File: config.mk
export PLATFORM = sky130hd
export DESIGN_NAME = bin_to_onehot_decoder_flat
export DESIGN_NICKNAME = d
export VERILOG_FILES = /design/src/rtl/bin_to_onehot_decoder_pkg.sv /design/src/rtl/bin_to_onehot_decoder_if.sv /design/src/rtl/bin_to_onehot_decoder_comb.sv /design/src/rtl/bin_to_onehot_decoder.sv /design/src/flat_wrapper.sv
export SDC_FILE = /design/constraint.sdc
export NUM_CORES = 1
export LEC_CHECK = 0
export BUFFER_PORTS_ARGS = -buffer_cell sky130_fd_sc_hd__buf_2
export CAP_MARGIN = 20
export CORE_UTILIZATION = 25
export CTS_CLUSTER_SIZE = 24
export DETAILED_ROUTE_END_ITERATION = 8
export SLEW_MARGIN = 5
export SYNTH_ARGS = -nofsm -noshare
export SYNTH_HDL_FRONTEND = slang
export SYNTH_SLANG_ARGS = --single-unit
File: constraint.sdc
create_clock -name clk -period 0.9 [get_ports clk]
set_clock_uncertainty 0.2 [all_clocks]
set_input_delay 0.09 -clock clk [delete_from_list [all_inputs] [get_ports clk]]
set_output_delay 0.09 -clock clk [all_outputs]
set_load 0.02 [all_outputs]
File: src/rtl/bin_to_onehot_decoder_pkg.sv
// Shared defaults and decode helpers for the binary-to-one-hot decoder.
// The bench uses the same helpers.
package onehot_pkg;

  localparam int BIN_W_DEF  = 3;
  localparam int OUT_W_DEF  = 8;
  localparam int ONEHOT_MAX = 256;

  // An X/Z index yields X from the equality compare, which is the intended simulation behaviour.
  function automatic logic [ONEHOT_MAX-1:0] onehot_decode(input logic [7:0] bin,
                                                          input int unsigned out_w);
    logic [ONEHOT_MAX-1:0] res;
    res = '0;
    for (int i = 0; i < ONEHOT_MAX; i++) begin
      if (i < int'(out_w)) res[i] = (bin == 8'(i));
    end
    return res;
  endfunction

  function automatic logic is_onehot(input logic [ONEHOT_MAX-1:0] vec);
    return ($countones(vec) == 1);
  endfunction

endpackage

File: src/rtl/bin_to_onehot_decoder_if.sv
// Index/strobe bundle between a controller and the one-hot decoder.
interface bin_to_onehot_decoder_if
  import onehot_pkg::*;
#(
  parameter int BIN_W = BIN_W_DEF,
  parameter int OUT_W = 2**BIN_W
);
  logic [BIN_W-1:0] Bin;
  logic             en;
  logic [OUT_W-1:0] OneHotCode;
  logic             range_err;
  logic [OUT_W-1:0] OneHotCode_q;
  logic             valid_q;
  logic             err_q;

  modport master (
    output Bin, en,
    input  OneHotCode, range_err, OneHotCode_q, valid_q, err_q
  );

  modport slave (
    input  Bin, en,
    output OneHotCode, range_err, OneHotCode_q, valid_q, err_q
  );
endinterface

File: src/rtl/bin_to_onehot_decoder_comb.sv
// Parameterized combinational binary-to-one-hot decoder with out-of-range flag.
module onehot_decode_comb
  import onehot_pkg::*;
#(
  parameter int BIN_W = BIN_W_DEF,
  parameter int OUT_W = 2**BIN_W
) (
  input  logic [BIN_W-1:0] bin_i,
  output logic [OUT_W-1:0] onehot_o,
  output logic             range_err_o
);

  always_comb begin
    onehot_o    = OUT_W'(onehot_decode(8'(bin_i), OUT_W));
    range_err_o = ($unsigned(32'(bin_i)) >= $unsigned(32'(OUT_W)));
  end

endmodule

File: src/rtl/bin_to_onehot_decoder.sv
// One-hot decoder: zero-latency decode plus an enable-qualified registered copy.
module bin_to_onehot_decoder
  import onehot_pkg::*;
#(
  parameter int BIN_W = BIN_W_DEF,
  parameter int OUT_W = 2**BIN_W
) (
  input  logic                    clk,
  input  logic                    rst_n,
  bin_to_onehot_decoder_if.slave  bus
);

  if (BIN_W < 1 || BIN_W > 8 || OUT_W < 2 || OUT_W > 2**BIN_W) begin : g_bad_params
    $error("bin_to_onehot_decoder: illegal BIN_W=%0d / OUT_W=%0d", BIN_W, OUT_W);
  end

  logic [OUT_W-1:0] onehot;
  logic             range_err;

  logic [OUT_W-1:0] onehot_d, onehot_q;
  logic             err_d, err_q;
  logic             valid_d, valid_q;

  onehot_decode_comb #(
    .BIN_W (BIN_W),
    .OUT_W (OUT_W)
  ) u_decode (
    .bin_i       (bus.Bin),
    .onehot_o    (onehot),
    .range_err_o (range_err)
  );

  always_comb begin
    onehot_d = onehot_q;
    err_d    = err_q;
    valid_d  = valid_q;
    if (bus.en) begin
      onehot_d = onehot;
      err_d    = range_err;
      valid_d  = 1'b1;
    end
  end

  // Capture stage: the registered copy lags the sampled index by one cycle.
  always_ff @(posedge clk or negedge rst_n) begin
    if (!rst_n) begin
      onehot_q <= '0;
      err_q    <= 1'b0;
      valid_q  <= 1'b0;
    end else begin
      onehot_q <= onehot_d;
      err_q    <= err_d;
      valid_q  <= valid_d;
    end
  end

  assign bus.OneHotCode   = onehot;
  assign bus.range_err    = range_err;
  assign bus.OneHotCode_q = onehot_q;
  assign bus.valid_q      = valid_q;
  assign bus.err_q        = err_q;

endmodule

File: src/flat_wrapper.sv
// flat-port wrapper written by rule: the top's interface ports become plain ports
module bin_to_onehot_decoder_flat import onehot_pkg::*;
#(
  parameter int BIN_W = BIN_W_DEF,
  parameter int OUT_W = 2**BIN_W
)
  (clk, rst_n, bus_Bin, bus_en, bus_OneHotCode, bus_range_err, bus_OneHotCode_q, bus_valid_q, bus_err_q);
  bin_to_onehot_decoder_if #(.BIN_W(BIN_W), .OUT_W(OUT_W)) bus_i ();
  input  logic clk;
  input  logic rst_n;
  input wire logic [$bits(bus_i.Bin)-1:0] bus_Bin;
  input wire logic [$bits(bus_i.en)-1:0] bus_en;
  output wire logic [$bits(bus_i.OneHotCode)-1:0] bus_OneHotCode;
  output wire logic [$bits(bus_i.range_err)-1:0] bus_range_err;
  output wire logic [$bits(bus_i.OneHotCode_q)-1:0] bus_OneHotCode_q;
  output wire logic [$bits(bus_i.valid_q)-1:0] bus_valid_q;
  output wire logic [$bits(bus_i.err_q)-1:0] bus_err_q;
  assign bus_i.Bin = bus_Bin;
  assign bus_i.en = bus_en;
  assign bus_OneHotCode = bus_i.OneHotCode;
  assign bus_range_err = bus_i.range_err;
  assign bus_OneHotCode_q = bus_i.OneHotCode_q;
  assign bus_valid_q = bus_i.valid_q;
  assign bus_err_q = bus_i.err_q;
  bin_to_onehot_decoder #(.BIN_W(BIN_W), .OUT_W(OUT_W)) u_core (.clk(clk), .rst_n(rst_n), .bus(bus_i));
endmodule
# ---- Word-level counts from Yosys, hierarchy flattened
# Cells that the tools add are included.
# W data, S select, Z words.
dict set report word_totals {
  ff_bits 9
  output_inout_bits 19
  latchBits 0
  mem_bits_ro 0
  ramBits 0
  mem_count 0
}
dict set report op_classes {
  eq_ne 7
  div_mod_pow 0
  n_mux 0
  shift 0
  magnitude_cmp 0
  n_bitwise 0
  multipliers 0
  addsub 0
  n_reduce_logical 1
}
# operator n
set op_table {}
lappend op_table {{$eq A3 B3 Y1 const B} 4}
lappend op_table {{$eq A3 B2 Y1 const B} 2}
lappend op_table {{$eq A3 B1 Y1 const B} 1}
lappend op_table {{$logic_not A3 Y1} 1}

# ---- Depth between registers and ports, before layout
# Gate-level depths: netlist (run 1).
dict set report logic_depth {
  ltp_word 1
  mapped_depth 3
  ltp_nobuf 2
}

# ---- By module
# From an unflattened synthesis (run 1), not the netlist that was laid out.
dict set report hier_totals {
  cells_unflattened 31
  area_unflattened_um2 479.2
}
# module area_per_inst_um2 seq_area_each_um2 n_inst cells_per_inst
set modules_own_cells {}
lappend modules_own_cells {bin_to_onehot_decoder 402.9 250.2 1 21}
lappend modules_own_cells {onehot_decode_comb 76.3 0.0 1 10}

# ---- Worst setup path before layout (run 1)
# Ideal clock, no wire load.
dict set report synth_timing {
  kind {register -> register}
  from {register, netlist name u_core.bus.valid_q}
  to {register u_core.valid_q, in the netlist u_core.bus.valid_q}
  arrival_time_ns 0.710
  synth_period_minus_slack_ns 1.038
  path_stages_with_launch 2
  slack_ns -0.138
  setup_time_ns 0.127
  path_buffers 0
  path_cell_list {dfrtp_1 > or2_2}
}
# item line
set synth_lines {}
lappend synth_lines {{end signal, assigned} bin_to_onehot_decoder.sv:53} ;# valid_q <= valid_d;
lappend synth_lines {{end, declared} bin_to_onehot_decoder.sv:22} ;# logic valid_d, valid_q;

# ---- Worst setup path after layout (run 1)
dict set report layout_timing {
  from {register u_core.onehot_q[6], in the netlist u_core.bus.OneHotCode_q[6]}
  to {output port bus_OneHotCode_q[6]}
}
# item line
set layout_lines {}
lappend layout_lines {{start, declared} bin_to_onehot_decoder.sv:20} ;# logic [OUT_W-1:0] onehot_d, onehot_q;
lappend layout_lines {{start signal, assigned} bin_to_onehot_decoder.sv:51} ;# onehot_q <= onehot_d;
lappend layout_lines {{end, declared} flat_wrapper.sv:15} ;# output wire logic [$bits(bus_i.OneHotCode_q)-1:0] bus_OneHotCode_q;
# No word-level cell between the ends.

==> impl_metrics.py, run 1 <==
metrics = {
    "timing": {
        "period_needed_ns": 1.08,
        "final-setup-viol-count": 14,
        "rsz0062_at_grt": "yes",
        "timing.fmax_mhz": 922,
        "hold_ws_ns": -0.0379,
        "finalHoldViolations": 3,
        "setup_slack_ns": -0.185,
        "period_share_pct": 121,
        "drv_slew": 0,
    },
    "placement": {
        "io_buffers": 22,
        "dpl_cell_area_um2": 586,
        "place_congestion": 0.674,
        "dpl.hpwl_um": 697,
        "pre_cts_ws_ns": -0.0792,
    },
    "cts": {
        "clk_pin_slew_worst_paths_ns": 0.06,
        "cts_tree": "built",
        "htree_levels": 1,
        "clock_latency_ns": 0.25,
        "cts_inserted_buffers": 3,
        "numClockSinks": 9,
        "postCtsHoldBufs": 1,
        "clockBufferDepth": 2,
        "root_buffer": "clkbuf_4",
    },
    "logic_synthesis": {
        "netlist_top_cells_area": "dfrtp_1, o22ai_1, inv_1, nor2_1, nand2b_1",
        "yosys.area.top_type_share_pct": 54.1,
        "synth-seq-cells": 9,
        "synth_top_area_cell": "dfrtp_1",
        "synthesis.area_um2": 417,
        "synth_cells": 42,
        "synth-edff-count": 0,
        "synthArstFlopShare_pct": 100,
        "yosysMostFrequentCell": "dfrtp_1",
        "syn_avg_cell_area_um2": 9.92,
        "synth_cell_types": 14,
        "synth_flop_cell": "dfrtp_1",
        "yosysWarnings": 0,
        "yosysSeqAreaShare_pct": 54.1,
        "ys_top_cells_by_count": "dfrtp_1, inv_1, nor2_1, o22ai_1, nand2b_1",
    },
    "worst_setup_path": {
        "slowest_delay_ns": 0.40,
        "worstPathCellList": "buf_6",
        "crit_slowest_cell": "dfrtp_1",
        "crit_buf_inv": 1,
        "crit_start": "u_core.bus.OneHotCode_q[6]",
        "cp_data_required_time_ns": 0.61,
        "crit_path_start_kind": "register",
        "r2r-start": "u_core.bus.valid_q",
        "worstPathMaxFanout": 2,
        "arrival_ns": 0.79,
        "critPathKind": "reg2out",
        "path_delay_family": "flip-flops",
        "end_kind": "output pin",
    },
    "power_and_ir_drop": {
        "power_leakage_nw": 0.399,
        "power_mw": 1.03,
        "irDropWorstVdd_v": 0.000571,
        "powerDensity_nw_per_um2": 1280,
    },
    "cells_and_area": {
        "syn2layout_area_growth_pct": 94.0,
        "filler_cell_count": 138,
        "antenna_cells": 0,
        "nNetsFinal": 84,
        "design_area_um2": 808,
        "layout-drive-gt1-share_pct": 66.2,
    },
    "min_path": {
        "hold_path_startpoint": "bus_en",
        "holdCritPathClass": "in2reg",
    },
    "drt": {
        "first_pass_iters": 4,
        "drc": 0,
        "wl_um": 1070,
        "routed-via-count": 398,
        "antenna_left": 0,
        "drt_iter0_markers": 7,
        "via_per_inst": 4.28,
        "wl_per_cell_um": 11.5,
    },
    "global_route": {
        "grt_max_degree": 10,
        "grt_pass1_wl_um": 1490,
        "gr-usage-all-layers_pct": 11.2,
        "grt.overflow.total": 0,
        "antenna_found_initial": 0,
        "grt_pass1_vias": 356,
    },
    "floorplan": {
        "rows": 14,
        "die_x_um": 42.8,
        "fp.dieArea_um2": 1830,
        "coreArea_um2": 1520,
        "die_y_um": 42.8,
        "start_util_pct": 27.3,
        "pin_count": 25,
    },
    "run_status": {
        "status": "finished, violations left",
        "violations": "hold timing, setup timing",
    },
    "flow_run": {
        "max_cap_viol_count": 0,
    },
}
==> area by class of cell <==
type                            count  area, um2  area share (%)
Inverter                            7       26.3            3.25
Multi-Input combinational cell     24        200            24.8
Clock buffer                        4       26.3            3.25
Tap cell                           16       20.0            2.48
Sequential cell                     9        229            28.3
Timing Repair Buffer               33        307            37.9
==> sequential cells by signal (all words and copies together), names as in the netlist <==
signal,count
u_core.bus.valid_q,1
u_core.bus.OneHotCode_q,8
==> metal layers <==
layer  up-vias  routed length [um]  track usage (%)  share of wire [%]
met5         -                   0                0                  0
met2        12                 550             17.0                 52
met1       181                 475             14.0                 45
met3         2                  26             1.28                2.4
met4         0                  12             9.38                1.1
li1        203                   -                -                  -
==> through the flow <==
step	setup TNS, ns	util (%)	cells
2_1_floorplan	-0.336	-	43
3_3_place_gp	-0.672	38.4	84
3_5_place_dp	-0.732	38.4	84
4_1_cts	-2.03	48.7	92
5_1_grt	-2.34	53.0	93
6_report	-1.98	53.0	93
==> final timing paths <==
check,to,slack [ns],cells past startpoint
worst max-delay path,bus_OneHotCode_q[6],-0.18,1
worst min-delay path,u_core.bus.valid_q,-0.04,2
worst max register to register,u_core.bus.valid_q,-0.13,2
worst min register to register,u_core.bus.OneHotCode_q[4],0.33,1
max in group asynchronous,u_core.bus.OneHotCode_q[0],0.29,2
min in group asynchronous,u_core.bus.OneHotCode_q[1],0.02,2
==> where the power goes <==
part	switching (mW)	total (mW)	leakage (nW)	internal, mW
Sequential	0.0154	0.442	0.112	0.427
Combinational	0.139	0.281	0.272	0.141
Clock	0.138	0.309	0.0150	0.171
==> logic make-up (layout without fill, tap and decap cells) <==
| group | after synthesis | in the layout | share of synthesized area [%] |
|---|---|---|---|
| compound gates | 6 | 6 | 9.01 |
| other cells | 1 | 2 | 0.900 |
| simple gates | 14 | 14 | 18.6 |
| buf+inv | 10 | 44 | 11.1 |
| mux | 2 | 2 | 6.31 |
| flops | 9 | 9 | 54.1 |
==> repair_timing <==
action                     CTS  global route
hold endpoints to repair    14             2
buffers inserted             3             1
resized for setup           31            16
pin swaps                    1             1
setup endpoints to repair   20            20
==> cells in the final DEF (no fill, tap or decap), types with 2 or more instances in the layout <==
cell | netlist | routed
conb_1 | 1 | 2
o22ai_1 | 6 | 6
dfrtp_1 | 9 | 6
buf_6 | 0 | 17
nor2_2 | 0 | 3
inv_1 | 7 | 6
dfrtp_2 | 0 | 3
mux2_4 | 1 | 2
nor2_1 | 6 | 2
nand2b_4 | 0 | 2
clkbuf_4 | 0 | 3
buf_4 | 2 | 12
buf_2 | 1 | 3
(Power assumes the default switching activity.)
==> run 2, diff against run 1 <==
Clock period 0.9 ns to 1.29 ns, I/O delays scaled along.
==> impl_metrics.py, run 2 (synthesis results as in run 1) <==
metrics = {
    "run_status": {
        "status": "finished clean",
    },
    "global_route": {
        "gr-usage-all-layers_pct": 11.2,
        "grt_pass1_vias": 351,
        "antenna_found_initial": 0,
        "use_met1_pct": 15.9,
        "grt_pass1_wl_um": 1550,
        "top_usage_layer": "met1",
        "met2_usage_pct": 15.5,
        "grt_use_met3_pct": 1.70,
        "grt_max_degree": 12,
        "grt.overflow.total": 0,
    },
    "worst_setup_path": {
        "worstPathCellList": "buf_2",
        "crit_end": "bus_OneHotCode_q[1]",
        "path_delay_family": "flip-flops",
        "crit_start": "u_core.bus.OneHotCode_q[1]",
        "crit_buf_inv": 1,
        "worstPathMaxFanout": 2,
        "worstReg2RegEnd": "u_core.bus.valid_q",
        "r2r-start": "u_core.bus.valid_q",
        "rrSetupSlack_ns": 0.34,
        "crit_path_start_kind": "register",
        "cp_data_required_time_ns": 0.96,
        "arrival_ns": 0.79,
        "critical_path_depth": 1,
        "reg2reg_depth": 1,
        "crit_slowest_cell": "dfrtp_1",
        "critPathKind": "reg2out",
        "slowest_delay_ns": 0.38,
        "end_kind": "output pin",
    },
    "placement": {
        "dpl.hpwl_um": 618,
        "dp_cells": 78,
        "io_buffers": 22,
        "place_congestion": 0.666,
    },
    "cells_and_area": {
        "final_cells": 83,
        "mostFrequentLayoutCell": "buf_2",
        "antenna_cells": 0,
        "largest_reg_flops": 8,
        "layout-drive-gt1-share_pct": 44.8,
        "nNetsFinal": 74,
        "final_cell_mix": "buf_2, dfrtp_1, inv_1, nor2_1, o22ai_1",
        "syn2layout_area_growth_pct": 36.0,
    },
    "power_and_ir_drop": {
        "power_leakage_nw": 0.312,
        "irDropWorstVdd_v": 0.000474,
        "powerDensity_nw_per_um2": 1120,
        "power_uw": 636,
    },
    "cts": {
        "clockBufferDepth": 2,
        "root_buffer": "clkbuf_4",
        "cts_inserted_buffers": 3,
        "clock_latency_ns": 0.25,
        "cts_tree": "built",
        "htree_levels": 1,
        "numClockSinks": 9,
        "clk_pin_slew_worst_paths_ns": 0.06,
    },
    "floorplan": {
        "rows": 14,
        "coreArea_um2": 1520,
        "fp.dieArea_um2": 1830,
        "start_util_pct": 27.3,
        "die_y_um": 42.8,
        "pin_count": 25,
        "die_x_um": 42.8,
    },
    "timing": {
        "finalHoldViolations": 0,
        "finalSetupTns_ns": 0,
        "timing.fmax_mhz": 890,
        "period_share_pct": 87.1,
        "period_needed_ns": 1.12,
        "drv_slew": 0,
        "final-setup-viol-count": 0,
        "rsz0062_at_grt": "no",
    },
    "drt": {
        "antenna_left": 0,
        "wl_per_cell_um": 10.1,
        "via_per_inst": 4.34,
        "wl_um": 842,
        "routed-via-count": 360,
        "drt_iter0_markers": 4,
        "first_pass_iters": 4,
        "drc": 0,
    },
    "min_path": {
        "holdCritPathClass": "in2reg",
    },
    "flow_run": {
        "max_cap_viol_count": 0,
    },
}
[run 2: power by group]
part | leakage (nW) | internal (mW) | switching (mW)
clock | 0.0150 | 0.119 | 0.0906
combinational | 0.180 | 0.0419 | 0.0814
sequential | 0.117 | 0.297 | 0.00672
[run 2: stage by stage]
step                      worst slack, ns  hold WS (ns)  utilization [%]  cell area [um2]
after global placement              0.235        -0.209             34.8              531
after detailed placement            0.232        -0.205             34.8              531
after CTS                           0.153        0.0291             37.2              567
after global routing                0.129        0.0302             37.2              567
after floorplan                     0.252        -0.367                -              420
final                               0.167        0.0366             37.2              567
[run 2: worst min-delay path by stage]
stage,start,to,slack [ns],depth (start not counted)
global route,bus_en,u_core.bus.OneHotCode_q[7],0.03,2
detailed placement,rst_n,u_core.bus.OneHotCode_q[5],-0.20,1
global placement,rst_n,u_core.bus.OneHotCode_q[0],-0.21,1
floorplan,rst_n,u_core.bus.OneHotCode_q[0],-0.37,0
CTS,bus_en,u_core.bus.OneHotCode_q[7],0.03,2
finish,bus_en,u_core.bus.OneHotCode_q[7],0.04,2
[run 2: layer usage]
| metal | routed length (um) | share of wire [%] |
|---|---|---|
| met5 | 0 | 0 |
| met4 | 5 | 0.59 |
| met3 | 73 | 8.7 |
| met2 | 374 | 44 |
| met1 | 388 | 46 |
[run 2: area by class of cell]
cell class | instances | area [um2]
flip-flops and latches | 9 | 225
clock buffers | 4 | 26.3
fillers | 158 | 957
multi-input cells | 24 | 149
repair buffers | 23 | 120
well taps | 16 | 20.0
inverters | 7 | 26.3
[run 2: what timing repair did]
item	in CTS	in global routing
gates resized for setup	0	0
endpoints found under the hold margin	9	0
endpoints found under the setup margin	0	0
hold buffers	1	0
setup buffers	0	0
==> run 3, diff against run 2 <==
Settings changed: ABC_AREA set to 1.
==> impl_metrics.py, run 3 <==
metrics = {
    "cells_and_area": {
        "largest_reg_flops": 8,
        "nNetsFinal": 84,
        "syn2layout_area_growth_pct": 25.7,
        "design_area_um2": 656,
        "antenna_cells": 0,
        "final_cell_mix": "buf_2, nand2_1, dfrtp_1, nor3_2, nand4_1",
        "final_cells": 104,
        "layout-drive-gt1-share_pct": 48.1,
        "mostFrequentLayoutCell": "buf_2",
        "filler_cell_count": 220,
    },
    "cts": {
        "root_buffer": "clkbuf_4",
        "cts_inserted_buffers": 3,
        "htree_levels": 1,
        "numClockSinks": 9,
        "clockBufferDepth": 2,
        "clock_latency_ns": 0.25,
        "cts_tree": "built",
        "clk_pin_slew_worst_paths_ns": 0.06,
    },
    "placement": {
        "dpl_cell_area_um2": 609,
        "place_congestion": 0.701,
        "pre_cts_ws_ns": 0.159,
        "io_buffers": 22,
        "dpl.hpwl_um": 734,
        "dp_cells": 98,
    },
    "drt": {
        "drc": 0,
        "wl_um": 938,
        "drt_iter0_markers": 5,
        "via_per_inst": 3.94,
        "antenna_left": 0,
        "first_pass_iters": 3,
        "wl_per_cell_um": 9.02,
        "routed-via-count": 410,
    },
    "logic_synthesis": {
        "synth_simple_gate_area_share_pct": 36.9,
        "synth-edff-count": 0,
        "yosysWarnings": 0,
        "synth-seq-cells": 9,
        "yosys.area_share.xor_xnor_pct": 0,
        "yosys.area.top_type_share_pct": 43.2,
        "synth_cells": 54,
        "synth.area.mux_share_pct": 0,
        "synthArstFlopShare_pct": 100,
        "yosysSeqAreaShare_pct": 43.2,
        "synth_flop_cell": "dfrtp_1",
        "yosysMostFrequentCell": "nand2_1",
        "synth_top_area_cell": "dfrtp_1",
        "netlist_top_cells_area": "dfrtp_1, nand2_1, nor3_2, buf_6, nand4_1",
        "synth_cell_types": 17,
        "synthesis.area_um2": 522,
        "synth_compound_gate_area_share_pct": 1.68,
        "synth_top_family_by_area": "simple AND/OR/NAND/NOR gates",
        "yosys.area_share.adder_pct": 0,
        "syn_avg_cell_area_um2": 9.66,
        "ys_top_cells_by_count": "nand2_1, dfrtp_1, nand4_1, nor3_2, buf_6",
    },
    "worst_setup_path": {
        "reg2reg_depth": 1,
        "path_delay_family": "buffers and inverters",
        "end_kind": "register",
        "crit_buf_inv": 3,
        "worstPathCellList": "dlygate4sd3_1, buf_2, inv_2, nand2_1, o21ai_2",
        "crit_path_start_kind": "primary input",
        "worstPathMaxFanout": 9,
        "crit_slowest_cell": "dlygate4sd3_1",
        "critPathKind": "in2reg",
        "critical_path_depth": 5,
        "cp_data_required_time_ns": 1.23,
        "arrival_ns": 1.07,
        "slowest_delay_ns": 0.51,
    },
    "global_route": {
        "use_met1_pct": 12.4,
        "grt_pass1_vias": 334,
        "antenna_found_initial": 0,
        "top_usage_layer": "met2",
        "met2_usage_pct": 12.7,
        "grt.overflow.total": 0,
        "grt_pass1_wl_um": 1410,
        "grt_max_degree": 11,
        "gr-usage-all-layers_pct": 9.23,
        "grt_use_met3_pct": 5.66,
    },
    "power_and_ir_drop": {
        "irDropWorstVdd_v": 0.000528,
        "power_leakage_nw": 0.357,
        "powerDensity_nw_per_um2": 997,
    },
    "timing": {
        "period_needed_ns": 1.13,
        "rsz0062_at_grt": "no",
        "finalSetupTns_ns": 0,
        "timing.fmax_mhz": 886,
        "final-setup-viol-count": 0,
        "setup_slack_ns": 0.162,
        "finalHoldViolations": 0,
        "period_share_pct": 87.5,
        "drv_slew": 0,
    },
    "run_status": {
        "status": "finished clean",
    },
    "floorplan": {
        "die_x_um": 47.7,
        "die_y_um": 47.7,
        "rows": 16,
        "start_util_pct": 26.6,
        "fp.dieArea_um2": 2270,
        "coreArea_um2": 1960,
        "pin_count": 25,
    },
    "min_path": {
        "whs_path_depth": 3,
        "holdCritPathClass": "in2reg",
    },
    "flow_run": {
        "max_cap_viol_count": 0,
    },
}
[run 3: cell types whose count changed after synthesis, moves of 4 or more]
cell     change
nand2_1     +13
buf_6        +4
o22ai_1      -6
nand4_1      +5
inv_1        -6
nor3_2       +4
nor2_1       -6
[run 3: logic make-up (layout without fill, tap and decap cells)]
| kind of cell | Yosys count | count (layout) |
|---|---|---|
| simple gates | 32 | 32 |
| buf+inv | 11 | 33 |
| flops | 9 | 9 |
| other cells | 1 | 2 |
| compound gates | 1 | 1 |
[run 3: what timing repair did]
| action | CTS | global route |
|---|---|---|
| hold buffers | 2 | 0 |
| buffers inserted | 0 | 0 |
| hold endpoints to repair | 13 | 0 |
| resized for setup | 0 | 0 |
[run 3: area by class of cell]
cell class | count | area, um2 | share of cell area, %
clock buffers | 4 | 26.3 | 4.01
inverters | 5 | 31.3 | 4.77
flip-flops and latches | 9 | 225 | 34.4
multi-input cells | 35 | 209 | 31.9
well taps | 27 | 33.8 | 5.15
repair buffers | 24 | 130 | 19.8
[run 3: worst paths after layout]
path,end,startpoint,slack (ns)
worst max-delay path,u_core.bus.OneHotCode_q[7],bus_en,0.16
worst min-delay path,u_core.bus.OneHotCode_q[7],bus_Bin[1],0.04
worst max register to register,u_core.bus.valid_q,u_core.bus.valid_q,0.41
worst min register to register,u_core.bus.valid_q,u_core.bus.valid_q,0.26
max in group asynchronous,u_core.bus.OneHotCode_q[3],rst_n,0.67
min in group asynchronous,u_core.bus.OneHotCode_q[4],rst_n,0.05
[run 3: per-stage QoR]
stage / utilization [%] / hold slack, ns / total power, mW
5_1_grt: 33.4 / 0.0443 / 0.699
3_3_place_gp: 31.1 / -0.215 / 0.444
2_1_floorplan: - / -0.367 / 0.419
3_5_place_dp: 31.1 / -0.210 / 0.445
4_1_cts: 33.4 / 0.0352 / 0.668
6_report: 33.4 / 0.0449 / 0.653
[run 3: worst min-delay path: stages]
cell	delay, ns
buf_2	0.19
nand3_4	0.09
o21ai_2	0.05
[run 3: metal layers]
metal,routed length [um],up-vias,part of all wire (%)
met5,0,-,0
met4,0,0,0
met3,60,0,6.4
met2,432,13,46
met1,446,180,48
li1,-,217,-
[run 3: report_power, final]
group	switching, mW	leakage (nW)	internal [mW]
Sequential	0.00673	0.117	0.296
Clock	0.0915	0.0150	0.119
Combinational	0.0977	0.226	0.0425
Total	0.196	0.357	0.457
